File: src/rtl/gx4000_cart_fetch.sv
// GX4000 cartridge fetch: maps Z80 ROM reads onto a 19-bit cartridge memory with WAIT handshake.
// Optional one-entry read cache enabled by defining GX4000_CART_CACHE_EN.
module gx4000_cart_fetch #(
  parameter int TIMEOUT = 255
) (
  input  logic        clk_sys,
  input  logic        reset_n,
  input  logic [15:0] cpu_addr,
  input  logic [7:0]  cpu_data,
  input  logic        cpu_rd,
  input  logic        cpu_wr,
  input  logic        cart_download,
  output logic [7:0]  cpu_dout,
  output logic        cpu_wait,
  output logic [18:0] mem_addr,
  output logic        mem_rd,
  input  logic        mem_ack,
  input  logic [7:0]  mem_q,
  output logic [4:0]  bank_sel,
  output logic        timeout_err
);

  typedef enum logic [1:0] {IDLE, REQ, DONE} state_t;

  localparam logic [7:0] CNT_LAST = 8'(TIMEOUT - 1);

  state_t      state;
  logic        rd_prev;
  logic        wr_prev;
  logic [7:0]  cnt;
  logic        rd_edge;
  logic        wr_edge;
  logic        mapped;
  logic [18:0] req_addr;
  logic        unused_bits;

  assign rd_edge     = cpu_rd & ~rd_prev;
  assign wr_edge     = cpu_wr & ~wr_prev;
  assign mapped      = (cpu_addr[15:14] == 2'b00) || (cpu_addr[15:14] == 2'b11);
  assign req_addr    = {(cpu_addr[15] ? bank_sel : 5'd0), cpu_addr[13:0]};
  assign unused_bits = ^cpu_data[7:5];

`ifdef GX4000_CART_CACHE_EN
  logic [18:0] cache_tag;
  logic [7:0]  cache_data;
  logic        cache_vld;
  logic        cache_hit;

  assign cache_hit = cache_vld && (cache_tag == req_addr);
`endif

  always_ff @(posedge clk_sys) begin
    if (!reset_n) begin
      state       <= IDLE;
      rd_prev     <= 1'b0;
      wr_prev     <= 1'b0;
      cnt         <= 8'd0;
      cpu_dout    <= 8'hFF;
      cpu_wait    <= 1'b0;
      mem_rd      <= 1'b0;
      mem_addr    <= 19'd0;
      bank_sel    <= 5'd0;
      timeout_err <= 1'b0;
`ifdef GX4000_CART_CACHE_EN
      cache_vld   <= 1'b0;
`endif
    end else begin
      rd_prev <= cpu_rd;
      wr_prev <= cpu_wr;

      // Bank register is independent of the FSM; the in-flight mem_addr is already latched.
      if (wr_edge && (cpu_addr[15:8] == 8'hDF))
        bank_sel <= cpu_data[4:0];

      if (cart_download) begin
        state    <= IDLE;
        mem_rd   <= 1'b0;
        cpu_wait <= 1'b0;
`ifdef GX4000_CART_CACHE_EN
        cache_vld <= 1'b0;
`endif
        if ((state == IDLE) && rd_edge && mapped)
          cpu_dout <= 8'hFF;
      end else begin
        case (state)
          IDLE: begin
            if (rd_edge && mapped) begin
              mem_addr <= req_addr;
`ifdef GX4000_CART_CACHE_EN
              if (cache_hit) begin
                cpu_dout <= cache_data;
                state    <= DONE;
              end else begin
                mem_rd   <= 1'b1;
                cpu_wait <= 1'b1;
                cnt      <= 8'd0;
                state    <= REQ;
              end
`else
              mem_rd   <= 1'b1;
              cpu_wait <= 1'b1;
              cnt      <= 8'd0;
              state    <= REQ;
`endif
            end
          end
          REQ: begin
            // Ack takes priority over a timeout landing in the same cycle.
            if (mem_ack) begin
              cpu_dout <= mem_q;
              mem_rd   <= 1'b0;
              cpu_wait <= 1'b0;
              state    <= DONE;
`ifdef GX4000_CART_CACHE_EN
              cache_tag  <= mem_addr;
              cache_data <= mem_q;
              cache_vld  <= 1'b1;
`endif
            end else if (cnt == CNT_LAST) begin
              cpu_dout    <= 8'hFF;
              timeout_err <= 1'b1;
              mem_rd      <= 1'b0;
              cpu_wait    <= 1'b0;
              state       <= DONE;
            end else begin
              cnt <= cnt + 8'd1;
            end
          end
          DONE: begin
            if (!cpu_rd)
              state <= IDLE;
          end
          default: state <= IDLE;
        endcase
      end
    end
  end

endmodule

File: config.mk
export PLATFORM = sky130hd
export DESIGN_NAME = gx4000_cart_fetch
export DESIGN_NICKNAME = d
export VERILOG_FILES = /design/src/rtl/gx4000_cart_fetch.sv
export SDC_FILE = /design/constraint.sdc
export NUM_CORES = 1
export LEC_CHECK = 0
export BUFFER_PORTS_ARGS = -buffer_cell sky130_fd_sc_hd__buf_2
export CELL_PAD_IN_SITES_DETAIL_PLACEMENT = 0
export CELL_PAD_IN_SITES_GLOBAL_PLACEMENT = 1
export CORE_UTILIZATION = 35
export DETAILED_ROUTE_END_ITERATION = 16
export GPL_TIMING_DRIVEN = 1
export PLACE_DENSITY_LB_ADDON = 0.1
export SYNTH_ARGS = -nofsm -noshare
export SYNTH_HDL_FRONTEND = slang
export SYNTH_SLANG_ARGS = --single-unit
File: constraint.sdc
create_clock -name clk_sys -period 2.1 [get_ports clk_sys]
set_clock_uncertainty 0.05 [all_clocks]
set_input_delay 0.42 -clock clk_sys [delete_from_list [all_inputs] [get_ports clk_sys]]
set_output_delay 0.42 -clock clk_sys [all_outputs]
set_load 0.01 [all_outputs]
==> summary.txt <==
Run
  – Maxcap violations: 0

STA
  – Setup WS post-layout: 0.3436 ns
  – Hold Vio Cnt, Final: 0
  – Slew @ Worst Pin: 0.5750 ns
  – Fmax: 569.4 MHz
  – Setup TNS: 0 ns
  – RSZ-0062 raised after global routing: false
  – Endpoints failing setup: 0
  – Worst hold slack: 0.2979 ns
  – Slew margin rel.: 0.6153
  – Final Max Slew Viols: 0
  – Tmin final: 1.756 ns
  – Period utilization: 0.8364

Route
  – Routed WL per cell: 12.55 um
  – Routed via count: 1742
  – Drt total wl: 4.442 mm
  – Drt via density: 4.921
  – Pre-Repair DR Iteration Count: 4
  – Iteration-0 DRC Markers: 75
  – Antenna Violating Nets Remaining: 0
  – DRC: 0

Yosys
  – Cell Area, Synth: 0.001907 mm^2
  – Synth area leaders: dfxtp_1 48%, nand2_1 8.3%, a21oi_1 5.2%
  – Number of flops mapped to enable cells by yosys: 0
  – Seq/Total Area, Yosys: 0.4829
  – Synth warn: 0
  – #FFs+latches synth: 46
  – Asr flop ratio synth: 0
  – Top-count cell post-synth: dfxtp_1
  – Syn Nets: 253
  – Post-synth top area share: 0.4829
  – Commonest cells post-synth: 46 x dfxtp_1, 42 x nand2_1, 20 x a21oi_1, 13 x nand3_1, 12 x nor2_1
  – Cell count after synthesis: 212
  – Yosys top cell by area: dfxtp_1
  – Avg Inst Size Synth: 8.994 um^2
  – Prevailing post-synth register cell: dfxtp_1
  – Yosys cell types: 37

Final layout
  – Filler cell count: 519
  – Nets: 324
  – Layout cells sized above 1: 0.3169
  – Final non-filler cell total: 354
  – # diodes: 0
  – Final core occ: 0.4821
  – Syn-to-layout area delta: 30.77%

Global routing
  – First-pass GRT wire length: 6.872 mm
  – Gr ovfl total: 0
  – Initial antenna violation count: 0
  – Largest net degree at the start of global routing: 26
  – Vias in the first global route: 1497
  – Tot GR Track Use: 0.1586

Worst setup path
  – Worst Setup Start Kind: flip-flop
  – Slowest CP cell: or4b_1
  – Worst-path cell chain: or4b_1 > o21ai_4 > o221ai_1
  – WP depth: 3
  – Critical path capture point type: flip-flop
  – Worst EP required: 2.21 ns
  – Critical Path Source: state[1]
  – Critical-path maximum fanout: 8
  – Crit-path max cell delay: 0.68 ns
  – FF-to-FF End: cnt[7]
  – Crit Path Class: flip-flop to flip-flop
  – FF-to-FF setup slack: 0.34 ns
  – CP bufs+invs: 0
  – Setup crit end: cnt[7]
  – R2r worst-path depth: 3
  – CP top delay family: simple AND/OR/NAND/NOR gates
  – Worst reg2reg path startpoint: state[1]
  – Worst EP arrival: 1.87 ns

Clock network
  – CTS root buffer: clkbuf_8
  – Skew-Pair Late Insertion Delay: 0.29 ns
  – Clock tree buffer depth: 2
  – Total setup buffers inserted after CTS: 0
  – Htree depth: 2
  – Clk sink count: 46
  – Worst-path clk slew: 0.09 ns
  – TritonCTS clock tree: done
  – Hold_buf cts: 0
  – Post-CTS Resized: 0
  – CTS Buf Count: 5

Place
  – Total placed cells including tap cells: 346
  – Placement Setup Slack: 0.1918 ns
  – Hpwl dp: 3.135 mm
  – # port buffers: 69
  – RD Place Congestion: 0.7420

Pwr
  – Internal power: 0.001451 W
  – Clk network pwr share: 0.439
  – Reg power frac: 0.488
  – Psw: 0.0003779 W
  – Sw Share: 0.2066
  – Pwr Density: 733.4 mW/mm^2
  – Logic pwr share: 0.074
  – Maximum VDD drop: 0.0003505 V
  – Leak Pwr: 0.9984 nW

Floorplan
  – Die height: 75.81 um
  – Row count: 26
  – Die width: 75.81 um
  – Initial Utilization: 0.3687
  – IO Pins: 73
  – Die ar.: 0.005747 mm^2
  – Core ar.: 0.005172 mm^2

Status
  – Status: completed

Hold path
  – Hold Crit Class: primary input to flip-flop
cell usage in the layout (no fill, tap or decap), types with 2 or more instances in the layout:
cell type   n
a211oi_2    2
a21oi_1    20
and2_1      4
buf_2      69
buf_4       6
bufinv_16   2
clkbuf_8    6
dfxtp_1    46
ha_1        3
inv_1       3
mux2i_1     6
nand2_1    42
nand3_1    13
nand4_1     2
nand4b_1   10
nor2_1     12
nor2b_1     2
nor3_1      2
nor4_1      2
o2111ai_1   2
o211ai_1    2
o21a_1      2
o21ai_0     2
o31a_1      9
flip-flops by register name (all words and copies together), names as in the netlist, 2 cells and up:
signal / cells
bank_sel: 5
cnt: 8
cpu_dout: 8
mem_addr: 19
state: 2
worst reg2reg max path: cells and delay by family (launching register included):
| kind | cells | cell delay, ns |
|---|---|---|
| AOI/OAI and AO/OA | 2 | 0.53 |
| and+or+nand+nor | 1 | 0.68 |
| DFF | 1 | 0.36 |
per-stage QoR:
step | total power, W | cell area (um^2)
floorplan | 0.0009795 | 1907
global placement | 0.001049 | 2351
detailed placement | 0.001049 | 2351
CTS | 0.001861 | 2494
global route | 0.001907 | 2494
finish | 0.001829 | 2494
routing by layer:
metal  global-route usage  wire length, um  vias up
met1               0.2204             2252      791
met3              0.03836              266        6
met4              0.06173               57        0
li1                     -                -      894
met5                    0                0        -
met2               0.2360             1866       51
worst min path at each step:
stage	start	endpoint	slack [ns]	cells past startpoint
after floorplan	cnt[3]	cnt[3]	0.41	1
after global placement	mem_addr[16]	mem_addr[16]	0.39	2
after CTS	cpu_rd	rd_prev	0.29	2
after detailed placement	mem_addr[16]	mem_addr[16]	0.40	2
after global routing	cpu_rd	rd_prev	0.30	2
final	cpu_rd	rd_prev	0.30	2
power groups by stage:
stage	Clock [W]	Combinational (W)	Sequential, W
2_1_floorplan	0	0.0000626	0.000917
3_3_place_gp	0	0.000137	0.000912
3_5_place_dp	0	0.000136	0.000912
4_1_cts	0.000832	0.000137	0.000892
5_1_grt	0.000863	0.000150	0.000894
6_report	0.000802	0.000134	0.000892
logic make-up (layout without fill, tap and decap cells):
group	Yosys count	count (layout)	synth area share
compound gates	48	48	0.1831
fa+ha+maj	3	3	0.01969
buf+inv	15	87	0.03412
flops	46	46	0.4829
mux	6	6	0.03150
simple gates	94	94	0.2487
final cells by class:
| cell class | count | area, um^2 | area share |
|---|---|---|---|
| clock buffers | 6 | 82.58 | 0.03312 |
| clock inverters | 2 | 60.06 | 0.02408 |
| inverters | 3 | 11.26 | 0.004516 |
| multi-input cells | 151 | 920.9 | 0.3693 |
| flip-flops and latches | 46 | 920.9 | 0.3693 |
| well taps | 70 | 87.58 | 0.03512 |
| repair buffers | 76 | 410.4 | 0.1646 |
No activity file was read; power rests on OpenSTA's default activity.
